[config.mk]
export PLATFORM = sky130hd
export DESIGN_NAME = ex_muldiv_unit
export DESIGN_NICKNAME = d
export VERILOG_FILES = /design/src/rtl/riscv_m_pkg.sv /design/src/rtl/muldiv_div_core.sv /design/src/rtl/ex_muldiv_unit.sv
export SDC_FILE = /design/constraint.sdc
export NUM_CORES = 2
export LEC_CHECK = 0
export CAP_MARGIN = 5
export CORE_MARGIN = 1.5
export CORE_UTILIZATION = 62
export CTS_BUF_LIST = sky130_fd_sc_hd__clkbuf_8
export DETAILED_ROUTE_END_ITERATION = 12
export PLACE_DENSITY = 0.8
export SLEW_MARGIN = 25
export SYNTH_ARGS = -nofsm -noshare
export SYNTH_HDL_FRONTEND = slang
export SYNTH_SLANG_ARGS = --single-unit
export TNS_END_PERCENT = 20
[constraint.sdc]
create_clock -name clk -period 25.1 [get_ports clk]
set_input_delay 6.275 -clock clk [delete_from_list [all_inputs] [get_ports clk]]
set_output_delay 6.275 -clock clk [all_outputs]
set_load 0.01 [all_outputs]
[src/rtl/riscv_m_pkg.sv]
// Shared RV32M definitions: datapath width, funct3/funct7 encodings and the
// execute-unit state encoding.
package riscv_m_pkg;

    localparam int XLEN = 32;

    localparam logic [2:0] F3_MUL    = 3'b000;
    localparam logic [2:0] F3_MULH   = 3'b001;
    localparam logic [2:0] F3_MULHSU = 3'b010;
    localparam logic [2:0] F3_MULHU  = 3'b011;
    localparam logic [2:0] F3_DIV    = 3'b100;
    localparam logic [2:0] F3_DIVU   = 3'b101;
    localparam logic [2:0] F3_REM    = 3'b110;
    localparam logic [2:0] F3_REMU   = 3'b111;

    localparam logic [6:0] FUNCT7_MULDIV = 7'b0000001;

    typedef enum logic [2:0] {
        ST_IDLE,
        ST_MUL,
        ST_DIV,
        ST_FIX,
        ST_DONE
    } state_e;

endpackage

[src/rtl/muldiv_div_core.sv]
// Unsigned restoring divider datapath: one quotient bit per step, operands
// loaded as magnitudes by the parent, which also owns sequencing and signs.
module muldiv_div_core #(
    parameter int XLEN = riscv_m_pkg::XLEN
) (
    input  logic            clk,
    input  logic            rst,
    input  logic            load,
    input  logic            step,
    input  logic [XLEN-1:0] dividend,
    input  logic [XLEN-1:0] divisor,
    output logic [XLEN-1:0] quotient,
    output logic [XLEN-1:0] remainder
);

    logic [XLEN-1:0] rem_q;
    logic [XLEN-1:0] quot_q;
    logic [XLEN-1:0] div_q;
    logic [XLEN:0]   shifted;
    logic [XLEN-1:0] diff;
    logic            fits;

    // The partial remainder always stays below the divisor, so the shifted
    // value needs only one extra bit and the difference fits in XLEN bits.
    always_comb begin
        shifted = {rem_q, quot_q[XLEN-1]};
        fits    = shifted >= {1'b0, div_q};
        diff    = shifted[XLEN-1:0] - div_q;
    end

    // NOTE: state registers use non-blocking assignments so every flop samples
    // the pre-edge values of its neighbours, matching real hardware.
    always_ff @(posedge clk or negedge rst) begin
        if (!rst) begin
            rem_q  <= '0;
            quot_q <= '0;
            div_q  <= '0;
        end else if (load) begin
            rem_q  <= '0;
            quot_q <= dividend;
            div_q  <= divisor;
        end else if (step) begin
            rem_q  <= fits ? diff : shifted[XLEN-1:0];
            quot_q <= {quot_q[XLEN-2:0], fits};
        end
    end

    assign quotient  = quot_q;
    assign remainder = rem_q;

endmodule

[src/rtl/ex_muldiv_unit.sv]
// Multi-cycle RV32M execute unit: stalls the pipeline while a multiply or
// divide is in flight and presents the result in the release cycle.
module ex_muldiv_unit #(
    parameter int XLEN      = riscv_m_pkg::XLEN,
    parameter int DIV_STEPS = 32
) (
    input  logic            clk,
    input  logic            rst,
    input  logic            valid_i,
    input  logic [2:0]      funct3_i,
    input  logic [XLEN-1:0] rs1_val_i,
    input  logic [XLEN-1:0] rs2_val_i,
    input  logic [4:0]      rd_i,
    input  logic            flush_i,
    output logic            busy_o,
    output logic            done_o,
    output logic [XLEN-1:0] result_o,
    output logic [4:0]      rd_o
);
    import riscv_m_pkg::*;

    localparam int              CNT_W    = $clog2(DIV_STEPS);
    localparam logic [CNT_W-1:0] CNT_LAST = CNT_W'(DIV_STEPS - 1);
    localparam logic [XLEN-1:0]  INT_MIN  = {1'b1, {(XLEN-1){1'b0}}};

    state_e state, next_state;
    logic [CNT_W-1:0] cnt;
    logic [2:0]       op_q;
    logic [4:0]       rd_q;
    logic [XLEN-1:0]  a_q, b_q;
    logic             q_neg_q, r_neg_q;

    logic             accept, op_is_div, div_signed, a_neg, b_neg;
    logic             div_zero, div_ovf, special;
    logic [XLEN-1:0]  a_mag, b_mag, special_res;
    logic             div_load, div_step, result_we;
    logic [XLEN-1:0]  result_d, quotient, remainder, fix_res, mul_res;
    logic [4:0]       rd_d;
    logic             mul_a_signed, mul_b_signed;
    logic [2*XLEN-1:0] a_wide, b_wide, product;

    always_comb begin
        accept      = (state == ST_IDLE) && valid_i && !flush_i;
        op_is_div   = funct3_i[2];
        div_signed  = !funct3_i[0];
        a_neg       = div_signed & rs1_val_i[XLEN-1];
        b_neg       = div_signed & rs2_val_i[XLEN-1];
        a_mag       = a_neg ? -rs1_val_i : rs1_val_i;
        b_mag       = b_neg ? -rs2_val_i : rs2_val_i;
        div_zero    = (rs2_val_i == '0);
        div_ovf     = div_signed && (rs1_val_i == INT_MIN) && (rs2_val_i == '1);
        special     = op_is_div && (div_zero || div_ovf);
        if (div_zero) special_res = funct3_i[1] ? rs1_val_i : '1;
        else          special_res = funct3_i[1] ? '0 : INT_MIN;
    end

    // Extending the 33-bit signed operands to 64 bits and keeping the low 64
    // product bits gives exactly the 33x33 signed product's useful bits.
    always_comb begin
        mul_a_signed = (op_q != F3_MULHU);
        mul_b_signed = (op_q == F3_MUL) || (op_q == F3_MULH);
        a_wide       = {{XLEN{mul_a_signed & a_q[XLEN-1]}}, a_q};
        b_wide       = {{XLEN{mul_b_signed & b_q[XLEN-1]}}, b_q};
        product      = a_wide * b_wide;
        mul_res      = (op_q == F3_MUL) ? product[XLEN-1:0] : product[2*XLEN-1:XLEN];
        fix_res      = op_q[1] ? (r_neg_q ? -remainder : remainder)
                               : (q_neg_q ? -quotient  : quotient);
    end

    muldiv_div_core #(.XLEN(XLEN)) u_div_core (
        .clk       (clk),
        .rst       (rst),
        .load      (div_load),
        .step      (div_step),
        .dividend  (a_mag),
        .divisor   (b_mag),
        .quotient  (quotient),
        .remainder (remainder)
    );

    always_ff @(posedge clk or negedge rst) begin
        if (!rst) state <= ST_IDLE;
        else      state <= next_state;
    end

    // NOTE: every signal written here gets a default first, so no path leaves
    // one unassigned and no latch is inferred.
    always_comb begin
        next_state = state;
        busy_o     = 1'b0;
        done_o     = 1'b0;
        div_load   = 1'b0;
        div_step   = 1'b0;
        result_we  = 1'b0;
        result_d   = mul_res;
        rd_d       = rd_q;
        unique case (state)
            ST_IDLE: begin
                if (accept) begin
                    busy_o = 1'b1;
                    if (!op_is_div) begin
                        next_state = ST_MUL;
                    end else if (special) begin
                        next_state = ST_DONE;
                        result_we  = 1'b1;
                        result_d   = special_res;
                        rd_d       = rd_i;
                    end else begin
                        next_state = ST_DIV;
                        div_load   = 1'b1;
                    end
                end
            end
            ST_MUL: begin
                busy_o     = 1'b1;
                next_state = ST_DONE;
                result_we  = 1'b1;
            end
            ST_DIV: begin
                busy_o   = 1'b1;
                div_step = 1'b1;
                if (cnt == CNT_LAST) next_state = ST_FIX;
            end
            ST_FIX: begin
                busy_o     = 1'b1;
                next_state = ST_DONE;
                result_we  = 1'b1;
                result_d   = fix_res;
            end
            ST_DONE: begin
                done_o     = 1'b1;
                next_state = ST_IDLE;
            end
            default: next_state = ST_IDLE;
        endcase
        if (flush_i) begin
            next_state = ST_IDLE;
            done_o     = 1'b0;
            div_step   = 1'b0;
            result_we  = 1'b0;
        end
    end

    always_ff @(posedge clk or negedge rst) begin
        if (!rst) begin
            cnt      <= '0;
            op_q     <= '0;
            rd_q     <= '0;
            a_q      <= '0;
            b_q      <= '0;
            q_neg_q  <= 1'b0;
            r_neg_q  <= 1'b0;
            result_o <= '0;
            rd_o     <= '0;
        end else begin
            cnt <= (state == ST_DIV && !flush_i) ? cnt + 1'b1 : '0;
            if (accept) begin
                op_q    <= funct3_i;
                rd_q    <= rd_i;
                a_q     <= rs1_val_i;
                b_q     <= rs2_val_i;
                q_neg_q <= a_neg ^ b_neg;
                r_neg_q <= a_neg;
            end
            if (result_we) begin
                result_o <= result_d;
                rd_o     <= rd_d;
            end
        end
    end

endmodule

# Yosys cells after proc, flatten, opt, wreduce, memory -nomap -nowiden

Cells that the tools add are included.

Register bits: 215
Input bits: 76
Output and inout bits: 39
Word-level logic and storage cells: 98

Add/subtract/negate cells: 6
Multiply operators: 1
$lt $le $gt $ge: 1
Equality and inequality tests: 11
Multiplexer cells: 44
Bitwise operators: 5
Reductions and logical operators: 17

Operators by type and width:

| operator             | count |
|---|---|
| $mux 32              | 17 |
| $neg 32->32          | 4 |
| $eq 32x32->1 const B | 2 |
| $mul 33x33->64       | 1 |
| $pmux 32 s2          | 1 |
| $ge 33x32->1         | 1 |
| $logic_not 32->1     | 1 |
| $sub 32x32->32       | 1 |
| $mux 5               | 5 |
| $mux 3               | 5 |
| $mux 1               | 13 |
| $pmux 3 s3           | 1 |
| $eq 3x1->1 const B   | 2 |
| $eq 3x2->1 const B   | 2 |
| $logic_and 1x1->1    | 6 |
| $logic_not 3->1      | 2 |
| $ne 3x3->1 const B   | 2 |
| $add 5x1->5 const B  | 1 |
| $eq 5x5->1 const B   | 1 |
| $and 1x1->1          | 4 |
| $pmux 1 s2           | 2 |
| $eq 3x3->1 const B   | 1 |
| $ne 3x2->1 const B   | 1 |
| $reduce_or 3->1      | 1 |
| 6 further kinds      | 8 |

# Depth between registers and ports, before layout

Depth in word-level cells: 10
Mapped depth: 32
Mapped depth without buffers: 30

# Cells and area by module

From an unflattened synthesis, not the netlist that was laid out.

Cell total of the unflattened synthesis: 6,057
Area, all modules: 52,469.1 µm²

By module, submodules not included:

| module          | times used | cells an instance | area each (µm²) | sequential area each (µm²) |
|---|---|---|---|---|
| ex_muldiv_unit  | 1          | 5,374             | 46,419.5        | 2,977.9 |
| muldiv_div_core | 1          | 683               | 6,049.6         | 2,402.3 |

# Worst setup path before layout

Ideal clock, no wire load.

Path type: in2out
Start: input flush_i
End: output busy_o
Arrival: 7.081 ns
Required time: 18.825 ns
Slack: 11.744 ns
Stages: 4
Path buffers: 2
Cells stage by stage: clkbuf_1 -> nand3b_1 -> clkbuf_1 -> a21oi_1

Word-level cells in the longest chain between the ends: 4

Ends and longest elaborated chain:

| item              | line                 | RTL |
|---|---|---|
| start, declared   | ex_muldiv_unit.sv:14 | `input logic flush_i,` |
| $logic_not 1->1   | ex_muldiv_unit.sv:43 | `accept = (state == ST_IDLE) && valid_i && !flush_i;` |
| $logic_and 1x1->1 | ex_muldiv_unit.sv:43 |  |
| $mux 1            | ex_muldiv_unit.sv:99 | `if (accept) begin` |
| $pmux 1 s2        | ex_muldiv_unit.sv:97 | `unique case (state)` |
| end, declared     | ex_muldiv_unit.sv:15 | `output logic busy_o,` |

Every way passes these cells.

# Worst setup path in the final report

Ends and elaborated chain as after synthesis.

==> run metrics <==
min Tclk post-route 14710 ps; number of remaining DRC errors 0; normalized max-slew margin 34.47%; Worst-Margin Slew 981.5 ps; Yosys cell types 97; Synth Register Bits 215; R2R Setup Slk 15150 ps; Initial Util 62.76%; GRT overflow 0; WP data required 18820 ps; Crit path depth 5; worst path bufs/invs 3; crit path DAT 8440 ps; Mapped Avg Cell Area 8.689 µm²; critical path startpoint flush_i; endpoints failing setup 0; 1st-pass router iterations 6; final worst slack 10390 ps; synth warn 0; vias in the first global route 44624; Peak Freq 0.06797 GHz; Clock Path Buffers 3; first-pass GRT wire length 237.2 mm; routed length per placed instance 20.32 µm; setup repair bufs after CTS 0; all-layer global routing usage 35.05%; met3 Use GR 5.580%; share of layout cells above drive strength 1 3.533%; CTS Buf Count 38; Top FF cell, synth dfrtp_1; fillers 6841; Min Hold Slack 473.8 ps; DP Wirelength 115.7 mm; worst-path cell chain clkdlybuf4s50_1 > nand3b_1 > buf_4 > a21oi_1 > clkdlybuf4s50_1; Worst path slowest cell buf_4; r2r endpoint result_o[31]; pin count of the biggest net entering global routing 106; area of the core 83820 µm²; hold-fix buffers at CTS 0; Worst path most repeated cell clkdlybuf4s50_1; CTS tree yes; startpoint types primary input; critical path type in2out; result of the run finished clean; total negative slack 0 ps; GPL Wtd Cong 1.021; worst r2r src op_q[1]; critical path's top delay family buffers and inverters; final wirelength 144.4 mm; clock root buffer clkbuf_8; Hold WC Path Type reg2reg; Slew Limit Fails 0; Setup WS pre-CTS 10360 ps; # rows 106; Tcrit/Tclk final 58.62%; sequential area share after synthesis 10.23%; I/O pins 115; clock skew 28.93 ps; CTS resizes 0; EDFF count, synth 0; grt met2 use 58.50%; Final Hold Viols 0; met1 Resource Use GR 45.63%; peak per-stage delay on the critical path 720 ps; max cap viols 0; initial antenna violation count 1; Critical Path End Type primary output; Worst-Skew Late Latency 570 ps; Area Overhead vs Synth 5.221%; Iteration-0 DRC Markers 3670; Worst Path Max Fanout 86; Post-DRT Antenna Nets 0; Syn Nets 7507; Synth Instances 6054; layer carrying the most global-route usage met2; Reg2Reg Depth 31; synthesized area 52600 µm²; asr flop ratio synth 100.0%; Die Height 294.3 µm; clock transition at the registers of the reported paths 60 ps; port bufs 114; vias per cell 5.865; nets 7397; RSZ-0062 raised after global routing no; fin util 66.03%; routed via count 41691; clock tree sinks 215; Die X 294.3 µm; H-tree depth 2; critical path capture point busy_o; die area 86600 µm²
==> flip-flops by register name, indices dropped and copies added, names as in the netlist <==
name,count
a_q,32
b_q,32
result_o,32
u_div_core.div_q,32
u_div_core.quotient,32
u_div_core.remainder,32
cnt,5
rd_o,5
rd_q,5
op_q,3
state,3
q_neg_q,1
r_neg_q,1
==> cells in the final DEF, fill, tap and decap left out, drive strengths merged, types with 21 or more instances in the layout <==
cell type | netlist | routed
a21o | 44 | 44
o211ai | 27 | 27
nand3 | 40 | 40
xnor2 | 119 | 119
o21ai | 223 | 223
a31oi | 22 | 22
nor2 | 168 | 168
dfrtp | 215 | 215
buf | 18 | 87
xor2 | 80 | 80
o31ai | 38 | 38
clkbuf | 328 | 51
inv | 1265 | 1271
ha | 251 | 251
a211oi | 26 | 26
nand4 | 28 | 28
or3 | 21 | 21
nor2b | 22 | 22
nor3 | 39 | 39
and2 | 289 | 289
mux2i | 36 | 36
a21oi | 147 | 147
fa | 1126 | 1126
nor4 | 23 | 23
clkdlybuf4s50 | 2 | 113
nand2 | 1173 | 1173
==> per-stage QoR <==
stage	instances	instance area [µm²]
floorplan	6054	52600
global placement	7038	54440
detailed placement	7038	54440
CTS	7106	55330
global route	7108	55350
finish	7108	55350
==> cell type report <==
class,count,area (µm²),area share (%)
Antenna cell,2,5.005,0.009042
Multi-Input combinational cell,4224,41110,74.28
Inverter,1265,4748,8.579
Clock inverter,17,182.7,0.3300
Tap cell,1134,1419,2.563
Sequential cell,215,5388,9.734
Timing Repair Buffer,200,1792,3.237
Clock buffer,51,701.9,1.268
==> cell families (layout without fill, tap and decap cells) <==
group	count (synthesis)	count (layout)	synth area share, %
AOI/OAI and AO/OA	709	709	8.744
xor gates and xnor gates	202	202	3.442
adders and majority gates	1377	1377	48.82
buffers and inverters	1615	1533	11.71
DFF	215	215	10.23
muxes	40	40	0.7707
other	0	2	0
and+or+nand+nor	1896	1896	16.28
==> routing by layer <==
layer / vias up / part of all wire (%)
met5: - / 0
met4: 0 / 4.7
met3: 460 / 8.3
met2: 1991 / 48
met1: 21155 / 39
li1: 18085 / -
==> worst min-delay path: stages, from the launching register on <==
cell,delay [ps]
dfrtp_1,340
nand2_1,50
nand2_1,50
==> how the worst min path moves through the flow <==
stage / start / end / slack (ps) / cells after the start
after floorplan: cnt[0] / cnt[0] / 430 / 1
after global placement: cnt[0] / cnt[0] / 450 / 1
after detailed placement: a_q[21] / a_q[21] / 460 / 2
after CTS: cnt[0] / cnt[0] / 480 / 1
after global routing: a_q[21] / a_q[21] / 500 / 2
final: a_q[25] / a_q[25] / 470 / 2
==> Yosys cell counts (17+ instances only) <==
cell type,number,area share (%)
a211oi_1,25,0.36
a21o_1,44,0.63
a21oi_1,146,1.4
a221o_1,19,0.36
a31oi_1,22,0.26
and2_1,288,3.4
clkbuf_1,323,2.3
dfrtp_1,215,10
fa_1,1126,43
ha_1,251,6.0
inv_1,1265,9.0
mux2i_1,36,0.69
nand2_1,1172,8.4
nand3_1,39,0.37
nand4_1,27,0.32
nor2_1,168,1.2
nor2b_1,22,0.26
nor3_1,38,0.36
nor4_1,19,0.23
o211ai_1,27,0.39
o21a_1,20,0.29
o21ai_0,220,2.1
o21bai_1,17,0.24
o31ai_1,37,0.53
o41ai_1,19,0.32
or3_1,20,0.24
or4_1,19,0.27
xnor2_1,119,2.0
xor2_1,80,1.3
Power is left out: the tool's default activity adds up to more than one toggle a clock period on the data nets, which glitch-free logic cannot reach.
